$ cat src/rtl/hazard_sched_if.sv
// rtl/hazard_sched_if.sv - D-stage hazard request/response bundle; stall_cnt present when HAZ_STALL_CNT_EN is defined
interface hazard_sched_if;
    logic [4:0]  ra1_d;
    logic [4:0]  ra2_d;
    logic [4:0]  wa_d;
    logic [2:0]  res_d;
    logic [1:0]  tuse1_d;
    logic [1:0]  tuse2_d;
    logic        md_use_d;
    logic        md_start_e;
    logic        md_div_e;
    logic        stall_d;
    logic        flush_e;
    logic [1:0]  fwd_rs_d;
    logic [1:0]  fwd_rt_d;
    logic [1:0]  fwd_rs_e;
    logic [1:0]  fwd_rt_e;
    logic        fwd_rt_m;
    logic        md_busy;
`ifdef HAZ_STALL_CNT_EN
    logic [31:0] stall_cnt;
`endif

    modport master (
        output ra1_d, ra2_d, wa_d, res_d, tuse1_d, tuse2_d,
        output md_use_d, md_start_e, md_div_e,
`ifdef HAZ_STALL_CNT_EN
        input  stall_cnt,
`endif
        input  stall_d, flush_e, fwd_rs_d, fwd_rt_d, fwd_rs_e, fwd_rt_e,
        input  fwd_rt_m, md_busy
    );

    modport slave (
        input  ra1_d, ra2_d, wa_d, res_d, tuse1_d, tuse2_d,
        input  md_use_d, md_start_e, md_div_e,
`ifdef HAZ_STALL_CNT_EN
        output stall_cnt,
`endif
        output stall_d, flush_e, fwd_rs_d, fwd_rt_d, fwd_rs_e, fwd_rt_e,
        output fwd_rt_m, md_busy
    );
endinterface

$ cat src/rtl/hazard_sched.sv
// rtl/hazard_sched.sv - MIPS 5-stage stall/flush/forward controller with mult/div busy counter; HAZ_STALL_CNT_EN adds stall_cnt
module hazard_sched #(
    parameter int MULT_CYC = 5,
    parameter int DIV_CYC  = 10
) (
    input  logic           clk,
    input  logic           rst_n,
    hazard_sched_if.slave  bus
);

    localparam logic [2:0] RES_NW  = 3'd0;
    localparam logic [2:0] RES_ALU = 3'd1;
    localparam logic [2:0] RES_DM  = 3'd2;
    localparam logic [2:0] RES_MD  = 3'd4;
    localparam logic [3:0] MULT_LD = 4'(MULT_CYC);
    localparam logic [3:0] DIV_LD  = 4'(DIV_CYC);

    // Only the tag fields that some hazard check reads are kept per stage.
    logic [4:0] e_ra1, e_ra2, e_wa, m_ra2, m_wa, w_wa;
    logic [2:0] e_res, m_res, w_res;
    logic [3:0] md_cnt;

    logic [1:0] tnew_e, tnew_m;
    logic       rs_hit_e, rs_hit_m, rs_hit_w;
    logic       rt_hit_e, rt_hit_m, rt_hit_w;
    logic       stall_rs, stall_rt, stall_md, stall;

    function automatic logic [1:0] tnew_at_e(input logic [2:0] res);
        case (res)
            RES_ALU, RES_MD: return 2'd1;
            RES_DM:          return 2'd2;
            default:         return 2'd0;
        endcase
    endfunction

    function automatic logic hit(input logic [4:0] src, input logic [4:0] wa,
                                 input logic [2:0] res);
        return (src != 5'd0) && (src == wa) && (res != RES_NW);
    endfunction

    function automatic logic [1:0] fwd_d_sel(input logic he, input logic hm,
                                             input logic hw, input logic [1:0] te,
                                             input logic [1:0] tm);
        if (he && te == 2'd0)      return 2'd1;
        else if (hm && tm == 2'd0) return 2'd2;
        else if (hw)               return 2'd3;
        else                       return 2'd0;
    endfunction

    function automatic logic [1:0] fwd_e_sel(input logic [4:0] src, input logic [1:0] tm);
        if (hit(src, m_wa, m_res) && tm == 2'd0) return 2'd2;
        else if (hit(src, w_wa, w_res))          return 2'd3;
        else                                     return 2'd0;
    endfunction

    always_comb begin
        tnew_e   = tnew_at_e(e_res);
        tnew_m   = (tnew_at_e(m_res) == 2'd0) ? 2'd0 : tnew_at_e(m_res) - 2'd1;
        rs_hit_e = hit(bus.ra1_d, e_wa, e_res);
        rs_hit_m = hit(bus.ra1_d, m_wa, m_res);
        rs_hit_w = hit(bus.ra1_d, w_wa, w_res);
        rt_hit_e = hit(bus.ra2_d, e_wa, e_res);
        rt_hit_m = hit(bus.ra2_d, m_wa, m_res);
        rt_hit_w = hit(bus.ra2_d, w_wa, w_res);
        stall_rs = (bus.tuse1_d != 2'd3) &&
                   ((rs_hit_e && tnew_e > bus.tuse1_d) || (rs_hit_m && tnew_m > bus.tuse1_d));
        stall_rt = (bus.tuse2_d != 2'd3) &&
                   ((rt_hit_e && tnew_e > bus.tuse2_d) || (rt_hit_m && tnew_m > bus.tuse2_d));
        stall_md = bus.md_use_d && ((md_cnt != 4'd0) || bus.md_start_e);
        // Tags are already clear during reset; md_start_e is the only path left to gate.
        stall    = rst_n && (stall_rs || stall_rt || stall_md);
    end

    assign bus.stall_d  = stall;
    assign bus.flush_e  = stall;
    assign bus.fwd_rs_d = fwd_d_sel(rs_hit_e, rs_hit_m, rs_hit_w, tnew_e, tnew_m);
    assign bus.fwd_rt_d = fwd_d_sel(rt_hit_e, rt_hit_m, rt_hit_w, tnew_e, tnew_m);
    assign bus.fwd_rs_e = fwd_e_sel(e_ra1, tnew_m);
    assign bus.fwd_rt_e = fwd_e_sel(e_ra2, tnew_m);
    assign bus.fwd_rt_m = hit(m_ra2, w_wa, w_res);
    assign bus.md_busy  = (md_cnt != 4'd0);

    always_ff @(posedge clk or negedge rst_n) begin
        if (!rst_n) begin
            e_ra1 <= '0; e_ra2 <= '0; e_wa <= '0; e_res <= RES_NW;
            m_ra2 <= '0; m_wa  <= '0; m_res <= RES_NW;
            w_wa  <= '0; w_res <= RES_NW;
        end else begin
            e_ra1 <= stall ? 5'd0 : bus.ra1_d;
            e_ra2 <= stall ? 5'd0 : bus.ra2_d;
            e_wa  <= stall ? 5'd0 : bus.wa_d;
            e_res <= stall ? RES_NW : bus.res_d;
            m_ra2 <= e_ra2;
            m_wa  <= e_wa;
            m_res <= e_res;
            w_wa  <= m_wa;
            w_res <= m_res;
        end
    end

    // A start while still busy simply reloads; no sticky state to corrupt.
    always_ff @(posedge clk or negedge rst_n) begin
        if (!rst_n)
            md_cnt <= 4'd0;
        else if (bus.md_start_e)
            md_cnt <= bus.md_div_e ? DIV_LD : MULT_LD;
        else if (md_cnt != 4'd0)
            md_cnt <= md_cnt - 4'd1;
    end

`ifdef HAZ_STALL_CNT_EN
    logic [31:0] stall_cnt_q;

    always_ff @(posedge clk or negedge rst_n) begin
        if (!rst_n)
            stall_cnt_q <= 32'd0;
        else if (stall && stall_cnt_q != 32'hFFFF_FFFF)
            stall_cnt_q <= stall_cnt_q + 32'd1;
    end

    assign bus.stall_cnt = stall_cnt_q;
`endif

endmodule

$ cat src/flat_wrapper.sv
// flat-port wrapper written by rule: the top's interface ports become plain ports
module hazard_sched_flat 
#(
    parameter int MULT_CYC = 5,
    parameter int DIV_CYC  = 10
)
  (clk, rst_n, bus_ra1_d, bus_ra2_d, bus_wa_d, bus_res_d, bus_tuse1_d, bus_tuse2_d, bus_md_use_d, bus_md_start_e, bus_md_div_e, bus_stall_d, bus_flush_e, bus_fwd_rs_d, bus_fwd_rt_d, bus_fwd_rs_e, bus_fwd_rt_e, bus_fwd_rt_m, bus_md_busy);
  hazard_sched_if bus_i ();
  input  logic clk;
  input  logic rst_n;
  input wire logic [$bits(bus_i.ra1_d)-1:0] bus_ra1_d;
  input wire logic [$bits(bus_i.ra2_d)-1:0] bus_ra2_d;
  input wire logic [$bits(bus_i.wa_d)-1:0] bus_wa_d;
  input wire logic [$bits(bus_i.res_d)-1:0] bus_res_d;
  input wire logic [$bits(bus_i.tuse1_d)-1:0] bus_tuse1_d;
  input wire logic [$bits(bus_i.tuse2_d)-1:0] bus_tuse2_d;
  input wire logic [$bits(bus_i.md_use_d)-1:0] bus_md_use_d;
  input wire logic [$bits(bus_i.md_start_e)-1:0] bus_md_start_e;
  input wire logic [$bits(bus_i.md_div_e)-1:0] bus_md_div_e;
  output wire logic [$bits(bus_i.stall_d)-1:0] bus_stall_d;
  output wire logic [$bits(bus_i.flush_e)-1:0] bus_flush_e;
  output wire logic [$bits(bus_i.fwd_rs_d)-1:0] bus_fwd_rs_d;
  output wire logic [$bits(bus_i.fwd_rt_d)-1:0] bus_fwd_rt_d;
  output wire logic [$bits(bus_i.fwd_rs_e)-1:0] bus_fwd_rs_e;
  output wire logic [$bits(bus_i.fwd_rt_e)-1:0] bus_fwd_rt_e;
  output wire logic [$bits(bus_i.fwd_rt_m)-1:0] bus_fwd_rt_m;
  output wire logic [$bits(bus_i.md_busy)-1:0] bus_md_busy;
  assign bus_i.ra1_d = bus_ra1_d;
  assign bus_i.ra2_d = bus_ra2_d;
  assign bus_i.wa_d = bus_wa_d;
  assign bus_i.res_d = bus_res_d;
  assign bus_i.tuse1_d = bus_tuse1_d;
  assign bus_i.tuse2_d = bus_tuse2_d;
  assign bus_i.md_use_d = bus_md_use_d;
  assign bus_i.md_start_e = bus_md_start_e;
  assign bus_i.md_div_e = bus_md_div_e;
  assign bus_stall_d = bus_i.stall_d;
  assign bus_flush_e = bus_i.flush_e;
  assign bus_fwd_rs_d = bus_i.fwd_rs_d;
  assign bus_fwd_rt_d = bus_i.fwd_rt_d;
  assign bus_fwd_rs_e = bus_i.fwd_rs_e;
  assign bus_fwd_rt_e = bus_i.fwd_rt_e;
  assign bus_fwd_rt_m = bus_i.fwd_rt_m;
  assign bus_md_busy = bus_i.md_busy;
  hazard_sched #(.MULT_CYC(MULT_CYC), .DIV_CYC(DIV_CYC)) u_core (.clk(clk), .rst_n(rst_n), .bus(bus_i));
endmodule
$ cat config.mk
export PLATFORM = sky130hd
export DESIGN_NAME = hazard_sched_flat
export DESIGN_NICKNAME = d
export VERILOG_FILES = /design/src/rtl/hazard_sched_if.sv /design/src/rtl/hazard_sched.sv /design/src/flat_wrapper.sv
export SDC_FILE = /design/constraint.sdc
export NUM_CORES = 1
export LEC_CHECK = 0
export ABC_CLOCK_PERIOD_IN_PS = 3100
export CAP_MARGIN = 15
export CORE_MARGIN = 10
export CORE_UTILIZATION = 34
export CTS_CLUSTER_DIAMETER = 150
export DETAILED_ROUTE_END_ITERATION = 12
export DONT_BUFFER_PORTS = 1
export PLACE_DENSITY = 0.54
export SKIP_CTS_REPAIR_TIMING = 1
export SYNTH_ARGS = -nofsm -noshare
export SYNTH_HDL_FRONTEND = slang
export SYNTH_SLANG_ARGS = --single-unit
$ cat constraint.sdc
create_clock -name clk -period 3.1 [get_ports clk]
set_input_delay 0.62 -clock clk [delete_from_list [all_inputs] [get_ports clk]]
set_output_delay 0.62 -clock clk [all_outputs]
set_load 0.05 [all_outputs]
# Word-level counts from Yosys, hierarchy flattened
# Cells that the tools add are included.
# classes
n_addsub,2
order_cmp,4
n_eq_ne,19
mux,20
n_reduce_logical,56
# op_table
cell,count
$eq A5 B5 Y1,11
$logic_and A1 B1 Y1,36
$reduce_bool A5 Y1,5
$mux W2,11
$mux W5,3
$mux W4,3
$reduce_bool A3 Y1,3
$gt A2 B2 Y1,4
$pmux W2 S2,2
$eq A3 B1 Y1 const B,2
$eq A3 B2 Y1 const B,2
$eq A3 B3 Y1 const B,2
$logic_not A2 Y1,3
$logic_or A1 B1 Y1,5
$ne A2 B2 Y1 const B,2
$reduce_bool A4 Y1,1
$reduce_or A2 Y1,2
$sub A4 B1 Y4 const B,1
$mux W3,1
$reduce_bool A2 Y1,1
$sub A2 B1 Y2 const B,1
# totals
register_bits,43
output_inout_bits,12
wordCells,111

# Longest topological paths before layout
# logic_depth
ltp_word,13
mapped_depth,10
mapped_depth_nobuf,8

# Worst setup path after synthesis
# No wires, ideal clock.
# synth_path
kind,input -> output
startpoint,in bus_tuse1_d[1]
endpoint,out bus_stall_d
arrival_time_ps,2647
t_required_ps,2480
slack_ps,-167
stages,8
path_cell_list,inv_1 ha_1 nand2b_1 a221o_1 or4_4 a21boi_0 o41a_1 buf_4
# synth_via
elab_chain_cells,7
# synth_rtl
item,line,text
from (decl),flat_wrapper.sv:15,input wire logic [$bits(bus_i.tuse1_d)-1:0] bus_tuse1_d;
$gt A2 B2 Y1,hazard_sched.sv:66,((rs_hit_e && tnew_e > bus.tuse1_d) || (rs_hit_m && tnew_m > bus.tuse1_d));
$logic_and A1 B1 Y1,hazard_sched.sv:66,
$logic_or A1 B1 Y1,hazard_sched.sv:66,
$logic_and A1 B1 Y1 *,hazard_sched.sv:65,stall_rs = (bus.tuse1_d != 2'd3) &&
$logic_or A1 B1 Y1 * (2 in series),hazard_sched.sv:71,stall = rst_n && (stall_rs || stall_rt || stall_md);
$logic_and A1 B1 Y1 *,hazard_sched.sv:71,
to (decl),flat_wrapper.sv:20,output wire logic [$bits(bus_i.stall_d)-1:0] bus_stall_d;
# Mark *: on every way between the ends. The rest lies on a longest branch, timed or not.

# Worst setup path after layout
# layout_path
startpoint,reg u_core.e_res[2]
endpoint,out bus_flush_e
# layout_via
elab_chain_cells,10
# layout_rtl
item,line,text
from (decl),hazard_sched.sv:20,"logic [2:0] e_res, m_res, w_res;"
from (signal assigned),hazard_sched.sv:92,e_res <= stall ? RES_NW : bus.res_d;
$eq A3 B1 Y1 / $eq A3 B3 Y1 (equally long branches),hazard_sched.sv:29,case (res)
$reduce_or A2 Y1,hazard_sched.sv:29,
$pmux W2 S2,hazard_sched.sv:29,
$gt A2 B2 Y1 (on tied branches),"hazard_sched.sv:66, hazard_sched.sv:68",
$logic_and A1 B1 Y1 (on tied branches),"hazard_sched.sv:66, hazard_sched.sv:68",
$logic_or A1 B1 Y1 (on tied branches),"hazard_sched.sv:66, hazard_sched.sv:68",
$logic_and A1 B1 Y1 (on tied branches),"hazard_sched.sv:65, hazard_sched.sv:67",
$logic_or A1 B1 Y1 * (2 in series),hazard_sched.sv:71,
$logic_and A1 B1 Y1 *,hazard_sched.sv:71,
to (decl),flat_wrapper.sv:21,output wire logic [$bits(bus_i.flush_e)-1:0] bus_flush_e;
# Marked as above.

==> flow_summary.toml <==
[outcome]
status = "complete, but fails checks"
failed_checks = "negative setup slack"

[synth]
yosysSeqAreaShare = 0.418
synth_area_leaders = "dfrtp_1, xnor2_1, xor2_1, ha_1, nor3b_2"
post-synth-top-count-cell = "dfrtp_1"
synth_edf_count = 0
syn_area_per_cell_um2 = 10.6
yosys.area_share.adder = 0.0526
synth-simple-area-share = 0.236
ys_ff_latch = 43
synth_compound_area_frac = 0.0720
synth_flop_cell = "dfrtp_1"
synth_warnings = 0
async_reset_ff_frac = 1.00
synth_area_leader_cell = "dfrtp_1"
synth_area_mm2 = 0.00257
synth_top_family_by_area = "simple AND/OR/NAND/NOR gates"
muxShareOfSynthArea = 0
synth_cell_types = 41
synth_xor_area_frac = 0.184
synthCells = 242
synth_top_area_share = 0.418
yosys-top-cells-count = "dfrtp_1, xnor2_1, xor2_1, nand2_1, nor3_1"

[sta]
hold_viol = 0
setup_violations = 2
holdWs_ns = 0.0141
fin_setup_tns_ns = -0.0976
tightest_slew_ns = 0.703
slew_headroom = 0.530
fmax_ghz = 0.318
rsz0062_at_grt = "yes"
timing.final.max_slew_violations = 0
skew_ns = 0.00511
final.min_clock_period_ns = 3.15
fin_crit_sh = 1.02
setup_ws_ns = -0.0488

[pwr]
p_per_area_mw_per_mm2 = 449
seq_power_share = 0.514
power_frac_comb = 0.216
swShare = 0.293
power.leakage_nw = 1.20
peakVddDrop_mv = 0.217
intPower_w = 0.000919
switchingPower_w = 0.000381
clkPwrFrac = 0.271

[worst_setup_path]
critPathKind = "flip-flop to primary output"
cpPeakStageDelay_ns = 0.45
worstPathMaxFanout = 5
worstPathRequired_ns = 2.48
cpMaxStageDelayCell = "or4_4"
end_kind = "primary output"
arrival_ns = 2.53
cp_cell_sequence = "xor2_1 > nand2b_1 > ha_4 > nand2b_4 > a221o_1 > or4_4 > a21boi_2 > o41a_2 > buf_12"
cp-start-kind = "flip-flop"

[grt]
grt_overflow = 0
antenna_found_initial = 0
grt_max_degree = 47
track_usage = 0.108
grt_pass1_wl_um = 9670
first_global_vias = 1768

[floorplan]
chipWidth_um = 107
die-area_mm2 = 0.0114
initial_core_util = 0.353
ios = 39
core.rowCount = 31
die_h_um = 107
core_region_area_mm2 = 0.00729

[cts]
numCtsBuffers = 5
clk_pin_slew_ns = 0.07
numClockSinks = 43
clockBufferDepth = 2
h-tree-depth = 2
clkLatencyLatePin_ns = 0.29
clockRootBuffer = "clkbuf_8"
cts_tree = "yes"

[cells_and_area]
final_nets = 293
fill_cells = 764
drive_gt1_frac = 0.184
final_core_util = 0.397
syn_to_final_growth_pct = 12.5
antennaDiodeCount = 0

[worst_hold_path]
hold_class = "input port to async pin"

[drt]
viasPerCell = 4.89
postRouteAntennaNets = 0
wl_per_cell_um = 17.0
totalWireLength_um = 6040
drtIter0Drc = 78
drc = 0
num_vias = 1735
drtPass1Iterations = 4

[place]
place.port_buffers = 0
gp_congestion = 0.785
hpwl_um = 4530

[run]
cap_violations = 0
## flip-flops by register name (all words and copies together) (netlist names), 4 cells and up
register / cells
u_core.e_ra1: 5
u_core.e_ra2: 5
u_core.e_wa: 5
u_core.m_ra2: 5
u_core.m_wa: 5
u_core.w_wa: 5
u_core.md_cnt: 4
## worst max-delay path: cells and delay by family (launching register included)
kind                       cells  cell delay, ns
AOI/OAI and AO/OA              3            0.59
and+or+nand+nor                3            0.69
DFF                            1            0.44
adders and majority gates      1            0.18
buffers and inverters          1            0.17
xor gates and xnor gates       1            0.15
## path summary, 6_finish.rpt
kind / end / cells after the start / startpoint / slack (ns)
hold / removal: u_core.e_ra1[3] / 0 / rst_n / 0.01
setup reg to reg: u_core.e_wa[0] / 9 / u_core.e_res[2] / 0.73
hold reg to reg: u_core.w_res[2] / 0 / u_core.m_res[2] / 0.42
min in group clk: u_core.w_res[2] / 0 / u_core.m_res[2] / 0.42
max in group asynchronous: u_core.w_res[1] / 1 / rst_n / 1.84
setup / recovery: bus_flush_e / 9 / u_core.e_res[2] / -0.05
## per-layer routing
layer / vias up / wire length (um) / share of wire / track usage
li1: 863 / - / - / -
met1: 835 / 2650 / 0.44 / 0.132
met2: 33 / 2980 / 0.49 / 0.174
met3: 4 / 338 / 0.056 / 0.0365
met4: 0 / 78 / 0.013 / 0.0377
met5: - / 0 / 0 / 0
## stage by stage
| stage | std cells | power (W) | cell area (um2) | worst slack, ns |
|---|---|---|---|---|
| after detailed placement | 346 | 0.000947 | 2750 | 0.186 |
| after global routing | 355 | 0.00137 | 2890 | -0.153 |
| final | 355 | 0.00130 | 2890 | -0.0488 |
| after CTS | 353 | 0.00130 | 2840 | -0.139 |
| after floorplan | 243 | 0.000887 | 2580 | 0.0621 |
| after global placement | 346 | 0.000943 | 2750 | 0.191 |
## power by group through the flow
stage	Combinational, W	Clock, W	Sequential, W
detailed placement	0.000268	0	0.000678
CTS	0.000270	0.000362	0.000667
global route	0.000314	0.000384	0.000675
floorplan	0.000235	0	0.000652
global placement	0.000265	0	0.000677
finish	0.000280	0.000352	0.000667
## logic make-up after synthesis
group,count (synthesis)
flops,43
simple gates,92
other cells,1
fa+ha+maj,11
compound gates,25
xor+xnor,54
buf+inv,16
## cell type report
type / instances / area [um2] / share of cell area
inverters: 7 / 26.3 / 0.00908
repair buffers: 15 / 128 / 0.0441
well taps: 99 / 124 / 0.0428
clock buffers: 6 / 82.6 / 0.0285
multi-input cells: 184 / 1450 / 0.501
flip-flops and latches: 43 / 1080 / 0.372
clock inverters: 1 / 5.00 / 0.00173
## cells in the final DEF, fill, tap and decap left out, drive strengths merged, types with 2 or more instances in the layout
master  Yosys  final
nor2        9      9
nor2b       4      4
nand2      13     13
nor3       13     13
nand2b      4      4
a22oi       3      3
a21o        2      2
clkbuf      5      6
or2         3      3
inv         7      7
a21boi      2      2
nand4      10     10
o21a        4      4
o21ai       6      6
nor4        8      8
dfrtp      43     43
nand3       2      2
xnor2      31     31
nor3b      20     20
xor2       23     23
buf         4     14
a21oi       3      3
ha         10     10
and2        2      2
conb        1      2
Note: power is estimated with default switching activity, not from simulation.
